===== src/rtl/generic_fifo_pkg.sv =====
// Shared constants and pointer helper for the generic FIFO envelope.
// Pointers wrap explicitly at the configured depth, so non-power-of-2 depths work.
package generic_fifo_pkg;

  localparam bit FIFO_MODE_FWFT   = 1'b1;
  localparam bit FIFO_MODE_LEGACY = 1'b0;

  function automatic int unsigned ptr_inc(input int unsigned ptr, input int unsigned depth);
    return (ptr >= depth - 1) ? 0 : ptr + 1;
  endfunction

endpackage


===== src/rtl/generic_ram_1r1w.sv =====
// Inferred simple dual-port RAM: masked synchronous write, registered read.
// The read register clears on reset so a flush also drops any in-flight word.
module generic_ram_1r1w #(
  parameter int DAT_WIDTH      = 32,
  parameter int NUM_OF_ENTRIES = 32,
  parameter int PTR_WIDTH      = $clog2(NUM_OF_ENTRIES)
) (
  input  logic                 clk,
  input  logic                 i_srst,
  input  logic                 i_we,
  input  logic [PTR_WIDTH-1:0] i_waddr,
  input  logic [DAT_WIDTH-1:0] i_wdata,
  input  logic [DAT_WIDTH-1:0] i_wmask,
  input  logic                 i_re,
  input  logic [PTR_WIDTH-1:0] i_raddr,
  output logic [DAT_WIDTH-1:0] o_rdata
);

  logic [DAT_WIDTH-1:0] r_mem [NUM_OF_ENTRIES];
  logic [DAT_WIDTH-1:0] r_rdata;

  // Masked-off bits are stored as zero rather than preserved.
  always_ff @(posedge clk) begin
    if (i_we) r_mem[i_waddr] <= i_wdata & i_wmask;
  end

  always_ff @(posedge clk) begin
    if (i_srst)    r_rdata <= '0;
    else if (i_re) r_rdata <= r_mem[i_raddr];
  end

  assign o_rdata = r_rdata;

endmodule


===== src/rtl/generic_fifo_env_ram_fwft.sv =====
// Single-clock FIFO envelope around a 1r1w RAM with FWFT or legacy read port.
// entry_used counts every word held: RAM, prefetch stage and the in-flight read.
module generic_fifo_env_ram_fwft
  import generic_fifo_pkg::*;
#(
  parameter int DAT_WIDTH      = 32,
  parameter int NUM_OF_ENTRIES = 32,
  parameter int PTR_WIDTH      = $clog2(NUM_OF_ENTRIES),
  parameter bit FWFT           = 1'b1,
  parameter int AFULL_THR      = NUM_OF_ENTRIES - 2,
  parameter int AEMPTY_THR     = 2
) (
  input  logic                 clk,
  input  logic                 reset,
  input  logic                 clr,
  input  logic                 wr_op,
  input  logic [DAT_WIDTH-1:0] wr_data,
  input  logic [DAT_WIDTH-1:0] wr_mask,
  input  logic                 rd_op,
  output logic [DAT_WIDTH-1:0] rd_data,
  output logic                 rd_valid,
  output logic                 full,
  output logic                 empty,
  output logic                 almost_full,
  output logic                 almost_empty,
  output logic [PTR_WIDTH:0]   entry_used,
  output logic                 wr_full_err,
  output logic                 rd_empty_err
);

  localparam int CW = PTR_WIDTH + 1;
  localparam logic [PTR_WIDTH:0] NUM_L    = CW'(NUM_OF_ENTRIES);
  localparam logic [PTR_WIDTH:0] AFULL_L  = CW'(AFULL_THR);
  localparam logic [PTR_WIDTH:0] AEMPTY_L = CW'(AEMPTY_THR);

  logic                 w_srst;
  logic [PTR_WIDTH-1:0] r_wptr, r_rptr;
  logic [PTR_WIDTH:0]   r_used, r_ram_cnt, w_used_next, w_ram_next;
  logic                 r_full, r_empty, r_afull, r_aempty, r_wfe, r_ree, r_inflight;
  logic                 w_push, w_pop, w_rd_ok, w_rd_issue, w_rd_valid;
  logic [DAT_WIDTH-1:0] w_ram_q, w_rd_data;

  assign w_srst = reset | clr;
  assign w_push = wr_op & ~r_full;
  assign w_pop  = rd_op & w_rd_ok;

  always_comb begin
    w_used_next = r_used;
    w_ram_next  = r_ram_cnt;
    if (w_push && !w_pop)      w_used_next = r_used + CW'(1);
    else if (w_pop && !w_push) w_used_next = r_used - CW'(1);
    if (w_push && !w_rd_issue)      w_ram_next = r_ram_cnt + CW'(1);
    else if (w_rd_issue && !w_push) w_ram_next = r_ram_cnt - CW'(1);
  end

  always_ff @(posedge clk) begin
    if (w_srst) begin
      r_wptr     <= '0;
      r_rptr     <= '0;
      r_used     <= '0;
      r_ram_cnt  <= '0;
      r_full     <= 1'b0;
      r_empty    <= 1'b1;
      r_afull    <= (AFULL_L == '0);
      r_aempty   <= 1'b1;
      r_wfe      <= 1'b0;
      r_ree      <= 1'b0;
      r_inflight <= 1'b0;
    end else begin
      if (w_push)     r_wptr <= PTR_WIDTH'(ptr_inc(32'(r_wptr), NUM_OF_ENTRIES));
      if (w_rd_issue) r_rptr <= PTR_WIDTH'(ptr_inc(32'(r_rptr), NUM_OF_ENTRIES));
      r_used     <= w_used_next;
      r_ram_cnt  <= w_ram_next;
      r_full     <= (w_used_next == NUM_L);
      r_empty    <= (w_used_next == '0);
      r_afull    <= (w_used_next >= AFULL_L);
      r_aempty   <= (w_used_next <= AEMPTY_L);
      r_wfe      <= wr_op & r_full;
      r_ree      <= rd_op & ~w_rd_ok;
      r_inflight <= w_rd_issue;
    end
  end

  generic_ram_1r1w #(
    .DAT_WIDTH     (DAT_WIDTH),
    .NUM_OF_ENTRIES(NUM_OF_ENTRIES),
    .PTR_WIDTH     (PTR_WIDTH)
  ) u_ram (
    .clk    (clk),
    .i_srst (w_srst),
    .i_we   (w_push),
    .i_waddr(r_wptr),
    .i_wdata(wr_data),
    .i_wmask(wr_mask),
    .i_re   (w_rd_issue),
    .i_raddr(r_rptr),
    .o_rdata(w_ram_q)
  );

  generate
    if (FWFT == FIFO_MODE_FWFT) begin : g_fwft
      // The RAM output register acts as the youngest stage slot while a read lands.
      logic [1:0]           r_occ, w_occ_next;
      logic [DAT_WIDTH-1:0] r_stage0, r_stage1, w_e0, w_e1;

      assign w_e0       = (r_occ != 2'd0) ? r_stage0 : w_ram_q;
      assign w_e1       = (r_occ == 2'd2) ? r_stage1 : w_ram_q;
      assign w_rd_valid = (r_occ != 2'd0) | r_inflight;
      assign w_rd_ok    = w_rd_valid;
      assign w_rd_data  = w_e0;
      assign w_occ_next = r_occ + {1'b0, r_inflight} - {1'b0, w_pop};
      assign w_rd_issue = (r_ram_cnt != '0) && (w_occ_next < 2'd2);

      always_ff @(posedge clk) begin
        if (w_srst) begin
          r_occ    <= 2'd0;
          r_stage0 <= '0;
          r_stage1 <= '0;
        end else begin
          r_occ    <= w_occ_next;
          r_stage0 <= w_pop ? w_e1 : w_e0;
          r_stage1 <= w_e1;
        end
      end
    end else begin : g_legacy
      assign w_rd_valid = r_inflight;
      assign w_rd_ok    = ~r_empty;
      assign w_rd_data  = w_ram_q;
      assign w_rd_issue = w_pop;
    end
  endgenerate

  assign rd_data      = w_rd_data;
  assign rd_valid     = w_rd_valid;
  assign full         = r_full;
  assign empty        = r_empty;
  assign almost_full  = r_afull;
  assign almost_empty = r_aempty;
  assign entry_used   = r_used;
  assign wr_full_err  = r_wfe;
  assign rd_empty_err = r_ree;

endmodule

===== config.mk =====
export PLATFORM = sky130hd
export DESIGN_NAME = generic_fifo_env_ram_fwft
export DESIGN_NICKNAME = d
export VERILOG_FILES = /design/src/rtl/generic_fifo_pkg.sv /design/src/rtl/generic_ram_1r1w.sv /design/src/rtl/generic_fifo_env_ram_fwft.sv
export SDC_FILE = /design/constraint.sdc
export NUM_CORES = 1
export LEC_CHECK = 0
export BUFFER_PORTS_ARGS = -buffer_cell sky130_fd_sc_hd__buf_4
export CORE_ASPECT_RATIO = 0.9
export CORE_MARGIN = 5
export CORE_UTILIZATION = 56
export CTS_CLUSTER_SIZE = 30
export DETAILED_ROUTE_END_ITERATION = 8
export GPL_ROUTABILITY_DRIVEN = 0
export PLACE_DENSITY = 0.77
export SYNTH_ARGS = -nofsm -noshare
export SYNTH_HDL_FRONTEND = slang
export SYNTH_SLANG_ARGS = --single-unit

===== constraint.sdc =====
create_clock -name clk -period 4.1 [get_ports clk]
set_input_delay 0.615 -clock clk [delete_from_list [all_inputs] [get_ports clk]]
set_output_delay 0.615 -clock clk [all_outputs]
set_load 0.1 [all_outputs]

== Yosys cells after proc, flatten, opt, wreduce, memory -nomap -nowiden ==
Memory sizes are Yosys's and may differ from the RTL's. A register that Yosys moved wholly into a read port is not among the register bits.
Cells that the tools add are included.
W data, S select, Z words.
Storage, ports and cells
  RAM bits: 1024
  bits of input ports: 69
  word-level logic and storage cells: 62
  memories kept: 1
  register bits after elaboration: 95
  output and inout port bits: 45
Operators by class
  $add $sub $neg: 8
  bitwise operators: 9
  reduce and logical (&&, ||, !) cells: 12
  order comparisons: 5
  equal/unequal tests: 2
  multiplexer cells: 11
Memories
  u_ram.r_mem: depth 32, width 32, read ports 1, clocked after memory_dff 1, write ports 1, RTL line generic_ram_1r1w.sv:19  | logic [DAT_WIDTH-1:0] r_mem [NUM_OF_ENTRIES];
Operator list (count)
  $mux W32: 3
  $and A32 B32 Y32: 1
  $mux W6: 4
  $add A6 B1 Y6 const B: 2
  $sub A6 B1 Y6 const B: 2
  $add A5 B1 Y5 const B: 2
  $ge A5 B5 Y1 const B: 2
  $mux W5: 2
  $eq A6 B6 Y1 const B: 1
  $ge A6 B5 Y1 const B: 1
  $le A6 B2 Y1 const B: 1
  $logic_not A6 Y1: 1
  $reduce_bool A6 Y1: 1
  $logic_and A1 B1 Y1: 5
  $and A1 B1 Y1: 4
  $reduce_bool A2 Y1: 2
  $logic_not A1 Y1: 3
  $add A2 B1 Y2: 1
  $eq A2 B2 Y1 const B: 1
  $lt A2 B2 Y1 const B: 1
  $mux W1: 2
  $not A1 Y1: 2
  $or A1 B1 Y1: 2
  $sub A2 B1 Y2: 1

== Logic depth before layout (Yosys ltp) ==
  depth after elaboration: 9
  mapped depth: 14
  gate-level depth less buffers: 13

== By module ==
From an unflattened synthesis, not the netlist that was laid out.
Unflattened totals
  cell total of the unflattened synthesis: 2729
  area, all modules: 45275.9 µm²
By module, submodules not included
  generic_ram_1r1w: area each 40988.1 µm², times used 1, cells each 2270, seq. area each 31390.1 µm²
  generic_fifo_env_ram_fwft: area each 4287.9 µm², times used 1, cells each 459, seq. area each 1901.8 µm²

== Worst setup path before layout ==
No wires, ideal clock.
  path type: register to register
  from: reg r_full, in the netlist full
  to: mem u_ram.r_mem[15][0], enable pin
  clock period less this slack: 4.446 ns
  data arrival time: 3.978 ns
  cell stages (with the launch flop): 6
  path slack: -0.346 ns
  path buffers: 1
  required time: 3.632 ns
  setup time: 0.468 ns
  cells stage by stage: dfxtp_1 > nand2b_1 > inv_2 > clkbuf_1 > nand3_1 > nor3b_1
Between the ends
  cells in the longest elaborated chain, start to end: 4
Ends and longest elaborated chain
  start, declared: RTL line generic_fifo_env_ram_fwft.sv:39  | logic r_full, r_empty, r_afull, r_aempty, r_wfe, r_ree, r_inflight;
  start signal, assigned: RTL line generic_fifo_env_ram_fwft.sv:74  | r_full <= (w_used_next == NUM_L);
  $not A1 Y1: RTL line generic_fifo_env_ram_fwft.sv:44  | assign w_push = wr_op & ~r_full;
  $and A1 B1 Y1: RTL line generic_fifo_env_ram_fwft.sv:44
  named net u_ram.i_we: RTL line generic_ram_1r1w.sv:10  | input logic i_we,
  $mux W1: RTL line generic_ram_1r1w.sv:24  | if (i_we) r_mem[i_waddr] <= i_wdata & i_wmask;
  $mux W1 (implied by the code): RTL line generic_ram_1r1w.sv:24
  end, declared: RTL line generic_ram_1r1w.sv:19
The timed path passes the listed nets, and every way through them passes these cells.

== Worst setup path in the final report ==
  from: reg g_fwft.r_occ[0]
  to: reg r_ram_cnt[4]
Between the ends
  cells in the longest elaborated chain, start to end: 9
  elaborated cells between the ends (all ways): 12
  those cells by class: add/sub: 2; order compare: 1; mux: 1; bitwise: 2; reduce/logical: 6
Ends and longest elaborated chain
  start, declared: RTL line generic_fifo_env_ram_fwft.sv:103  | logic [1:0] r_occ, w_occ_next;
  start signal, assigned: RTL line generic_fifo_env_ram_fwft.sv:120  | r_occ <= w_occ_next;
  $reduce_bool A2 Y1: RTL line generic_fifo_env_ram_fwft.sv:108  | assign w_rd_valid = (r_occ != 2'd0) | r_inflight;
  $or A1 B1 Y1: RTL line generic_fifo_env_ram_fwft.sv:108
  $and A1 B1 Y1: RTL line generic_fifo_env_ram_fwft.sv:45  | assign w_pop = rd_op & w_rd_ok;
  $sub A2 B1 Y2 (*): RTL line generic_fifo_env_ram_fwft.sv:111  | assign w_occ_next = r_occ + {1'b0, r_inflight} - {1'b0, w_pop};
  $lt A2 B2 Y1 (*): RTL line generic_fifo_env_ram_fwft.sv:112  | assign w_rd_issue = (r_ram_cnt != '0) && (w_occ_next < 2'd2);
  $logic_and A1 B1 Y1 (*): RTL line generic_fifo_env_ram_fwft.sv:112
  $logic_not A1 Y1: RTL line generic_fifo_env_ram_fwft.sv:52  | if (w_push && !w_rd_issue) w_ram_next = r_ram_cnt + CW'(1);
  $logic_and A1 B1 Y1: RTL line generic_fifo_env_ram_fwft.sv:52
  $mux W6 or $reduce_bool A2 Y1 (tied branches)
  end signal, assigned: RTL line generic_fifo_env_ram_fwft.sv:73  | r_ram_cnt <= w_ram_next;
  end, declared: RTL line generic_fifo_env_ram_fwft.sv:38  | logic [PTR_WIDTH:0] r_used, r_ram_cnt, w_used_next, w_ram_next;
Mark *: on every way between the ends. The rest lies on a longest branch, timed or not.
A chain may end at the register's enable or synchronous reset.

==> impl_metrics.py <==
metrics = {
    "sta": {
        "skew_ns": 0.01916,
        "slew_headroom": 0.08883,
        "whs_ns": 0.1999,
        "rsz0062_at_grt": "false",
        "hold_violations": 0,
        "drv_slew": 0,
        "period_minus_slack_ns": 3.731,
        "tns_ns": 0,
        "finalSetupViolations": 0,
        "clock.fmax_mhz": 268.0,
        "min_period_over_period": 0.9100,
        "worst_slew_pin_slew_ns": 1.367,
    },
    "setup_path": {
        "endpoint": "r_ram_cnt[4]",
        "rrSetupSlack_ns": 0.37,
        "ff2ff_path_depth": 13,
        "cp.arrival_ns": 4.33,
        "required_ns": 4.70,
        "crit_chain": "o31ai_4 -> mux2i_1 -> ha_1 -> xor2_2 -> nand2_1 -> ha_1 -> inv_1 -> ha_1 -> nor2b_1 -> o21a_1 -> o21ai_0 -> or3b_2 -> a21oi_1",
        "cp_top_family": "compound AO/OA/AOI/OAI gates",
        "end_kind": "flip-flop",
        "cp_max_fo": 10,
        "crit_buf_inv": 1,
        "r2r-end": "r_ram_cnt[4]",
        "slowest_stage": "o31ai_4",
        "slowest_delay_ns": 0.45,
        "r2r_start": "g_fwft.r_occ[0]",
        "crit_path_start": "g_fwft.r_occ[0]",
        "path_depth": 13,
        "cp_common_cell": "ha_1",
        "worstSetupStartpointType": "flip-flop",
        "path_class": "flip-flop to flip-flop",
    },
    "global_routing": {
        "antenna_found_initial": 6,
        "grt_max_degree": 66,
        "grt_pass1_vias": 22910,
        "grt_usage": 0.2420,
        "grt_pass1_wl_mm": 150.3,
        "grt_overflow": 0,
    },
    "power_and_ir_drop": {
        "cellPowerDensity_nw_per_um2": 544.6,
        "ir_worst_vdd_uv": 416.0,
        "p_int_mw": 20.27,
        "switching_share": 0.2573,
        "seqPwrFrac": 0.484,
        "p_clk_frac": 0.359,
        "power_leakage_nw": 15.43,
        "combPwrFrac": 0.157,
        "p_sw_mw": 7.021,
    },
    "hold_path": {
        "hp-start": "wr_op",
        "hp-class": "input pin to flip-flop",
    },
    "synth": {
        "synth_warnings": 0,
        "ys_types": 59,
        "synth_mux_area_frac": 0.1467,
        "synth_adder_area_share": 0.005023,
        "synth_area_leaders": "edfxtp_1, mux4_2, dfxtp_1",
        "ys_ff_latch": 1151,
        "synth_area_sq_um": 43840,
        "synth_edf_count": 1024,
        "synth_xor_area_frac": 0.001941,
        "syn_avg_cell_area_sq_um": 20.13,
        "synth_seq_area_share": 0.7594,
        "synthDominantCellAreaShare": 0.7014,
        "yosysMostFrequentCell": "edfxtp_1",
        "synthesis.nets": 2264,
        "syn_inst": 2178,
        "post_synth_most_frequent_cells": "edfxtp_1, mux4_2, dfxtp_1, o22ai_1, nor2_1",
        "yosys.area_share.simple": 0.03451,
        "async_flop_share": 0,
        "synth_compound_area_frac": 0.03842,
        "ys.flop_type": "edfxtp_1",
        "yosysTopAreaCell": "edfxtp_1",
        "synth_top_family_by_area": "multiplexers",
    },
    "cts": {
        "clkTransAtPathRegs_ns": 0.06,
        "clock_path_buffers": 3,
        "clock_latency_ns": 0.68,
        "cts_tree": "built",
        "ctsResizeCount": 0,
        "root_buffer": "clkbuf_16",
        "cts_sinks": 1151,
        "postCtsHoldBufs": 0,
        "numCtsBuffers": 108,
        "htreeDepth": 3,
    },
    "layout": {
        "area_growth_pct": 14.30,
        "fin_nets": 2454,
        "drive_above_1_share": 0.2901,
        "final_core_util": 0.6441,
        "n_fill_cell": 4859,
    },
    "floorplanning": {
        "die_area_sq_um": 83990,
        "die_w_um": 304.9,
        "core-area_sq_um": 77800,
        "rows": 97,
        "start_util": 0.5635,
        "die_h_um": 275.4,
        "ios": 114,
    },
    "run_status": {
        "status": "finished clean",
    },
    "drt": {
        "avgRoutedWirePerCell_um": 29.13,
        "postRouteAntennaNets": 0,
        "vias": 22780,
        "drc": 0,
        "drtPass1Iterations": 6,
        "drt_iter0_markers": 2951,
        "via_per_inst": 6.524,
        "wl_mm": 101.7,
    },
    "placed_design": {
        "dp_hpwl_mm": 59.97,
        "port_buffers": 113,
    },
    "flow_run": {
        "cap_violations": 0,
    },
}
==> kinds of logic after synthesis <==
logic type | count (synthesis)
AOI/OAI and AO/OA | 245
xor gates and xnor gates | 8
adders and majority gates | 17
buffers and inverters | 141
DFF | 1151
muxes | 323
and+or+nand+nor | 293
==> cell type report <==
type / instances / area [sq um] / area share
diodes: 1 / 2.502 / 0.00004994
clock buffers: 135 / 2890 / 0.05768
clock inverters: 58 / 584.3 / 0.01166
inverters: 13 / 48.80 / 0.0009739
multi-input cells: 886 / 10210 / 0.2037
flip-flops and latches: 1151 / 33300 / 0.6646
well taps: 1039 / 1300 / 0.02595
repair buffers: 208 / 1774 / 0.03541
==> cell usage in the layout, fill, tap and decap left out, types with 20 or more instances in the layout <==
cell,n
a211oi_1,35
a22o_1,32
and2_1,35
buf_4,191
clkbuf_1,20
clkbuf_16,110
clkinv_2,21
dfxtp_1,125
edfxtp_1,1024
mux2_2,35
mux2i_1,36
mux4_2,252
nand2_1,20
nor2_1,91
nor2_4,30
nor4_1,33
o22ai_1,127
==> registers in the layout (all words and copies together), names as in the netlist <==
name and cells:
g_fwft.r_stage0 32, r_wptr 5, entry_used 6, almost_full 1
u_ram.o_rdata 32, r_rptr 5, g_fwft.r_stage1 32, r_inflight 1
empty 1, g_fwft.r_occ 2, wr_full_err 1, r_ram_cnt 6
rd_empty_err 1, u_ram.r_mem 1024, full 1, almost_empty 1
==> per-layer routing <==
| metal | up-vias | GRT usage | part of all wire | wire length (um) |
|---|---|---|---|---|
| met5 | - | 0 | 0.00089 | 91 |
| met4 | 8 | 0.06480 | 0.028 | 2812 |
| met3 | 225 | 0.08631 | 0.12 | 12330 |
| met2 | 1397 | 0.3785 | 0.47 | 48190 |
| met1 | 11750 | 0.3313 | 0.38 | 38270 |
| li1 | 9401 | - | - | - |
==> power by group through the flow <==
stage	Combinational [mW]	Sequential (mW)	Clock [mW]
after floorplan	3.20	13.3	0
after global placement	4.16	13.4	0
after detailed placement	4.25	13.4	0
after CTS	4.30	13.2	9.90
after global routing	4.60	13.2	10.4
final	4.29	13.2	9.80
==> how the worst min path moves through the flow <==
stage / endpoint / depth (start not counted)
finish: wr_full_err / 2
global route: rd_empty_err / 3
CTS: wr_full_err / 2
detailed placement: g_fwft.r_stage1[9] / 2
global placement: g_fwft.r_stage1[3] / 2
floorplan: u_ram.o_rdata[20] / 1
==> what timing repair did <==
action / 4_1_cts / 5_1_grt
setup endpoints to repair: 0 / 1
endpoints found under the hold margin: 0 / 0
buffers inserted: 0 / 0
==> metrics by stage <==
step                      total power [mW]  cells  setup WS (ns)  cell area, sq um
after floorplan                      16.54   2178        -0.3461             43840
after global placement               17.59   3297         0.4846             46630
after detailed placement             17.69   3297         0.3808             46630
after CTS                            27.40   3490         0.3510             50100
after global routing                 28.25   3490        0.02008             50100
final                                27.29   3491         0.3690             50110
==> worst register-to-register path, stage by stage, from the launching register on <==
cell,delay [ns]
dfxtp_1,0.43
o31ai_4,0.46
mux2i_1,0.15
ha_1,0.28
xor2_2,0.38
nand2_1,0.11
ha_1,0.28
inv_1,0.22
ha_1,0.29
nor2b_1,0.14
o21a_1,0.19
o21ai_0,0.15
or3b_2,0.45
a21oi_1,0.14
Note: power is estimated with default switching activity, not from simulation.
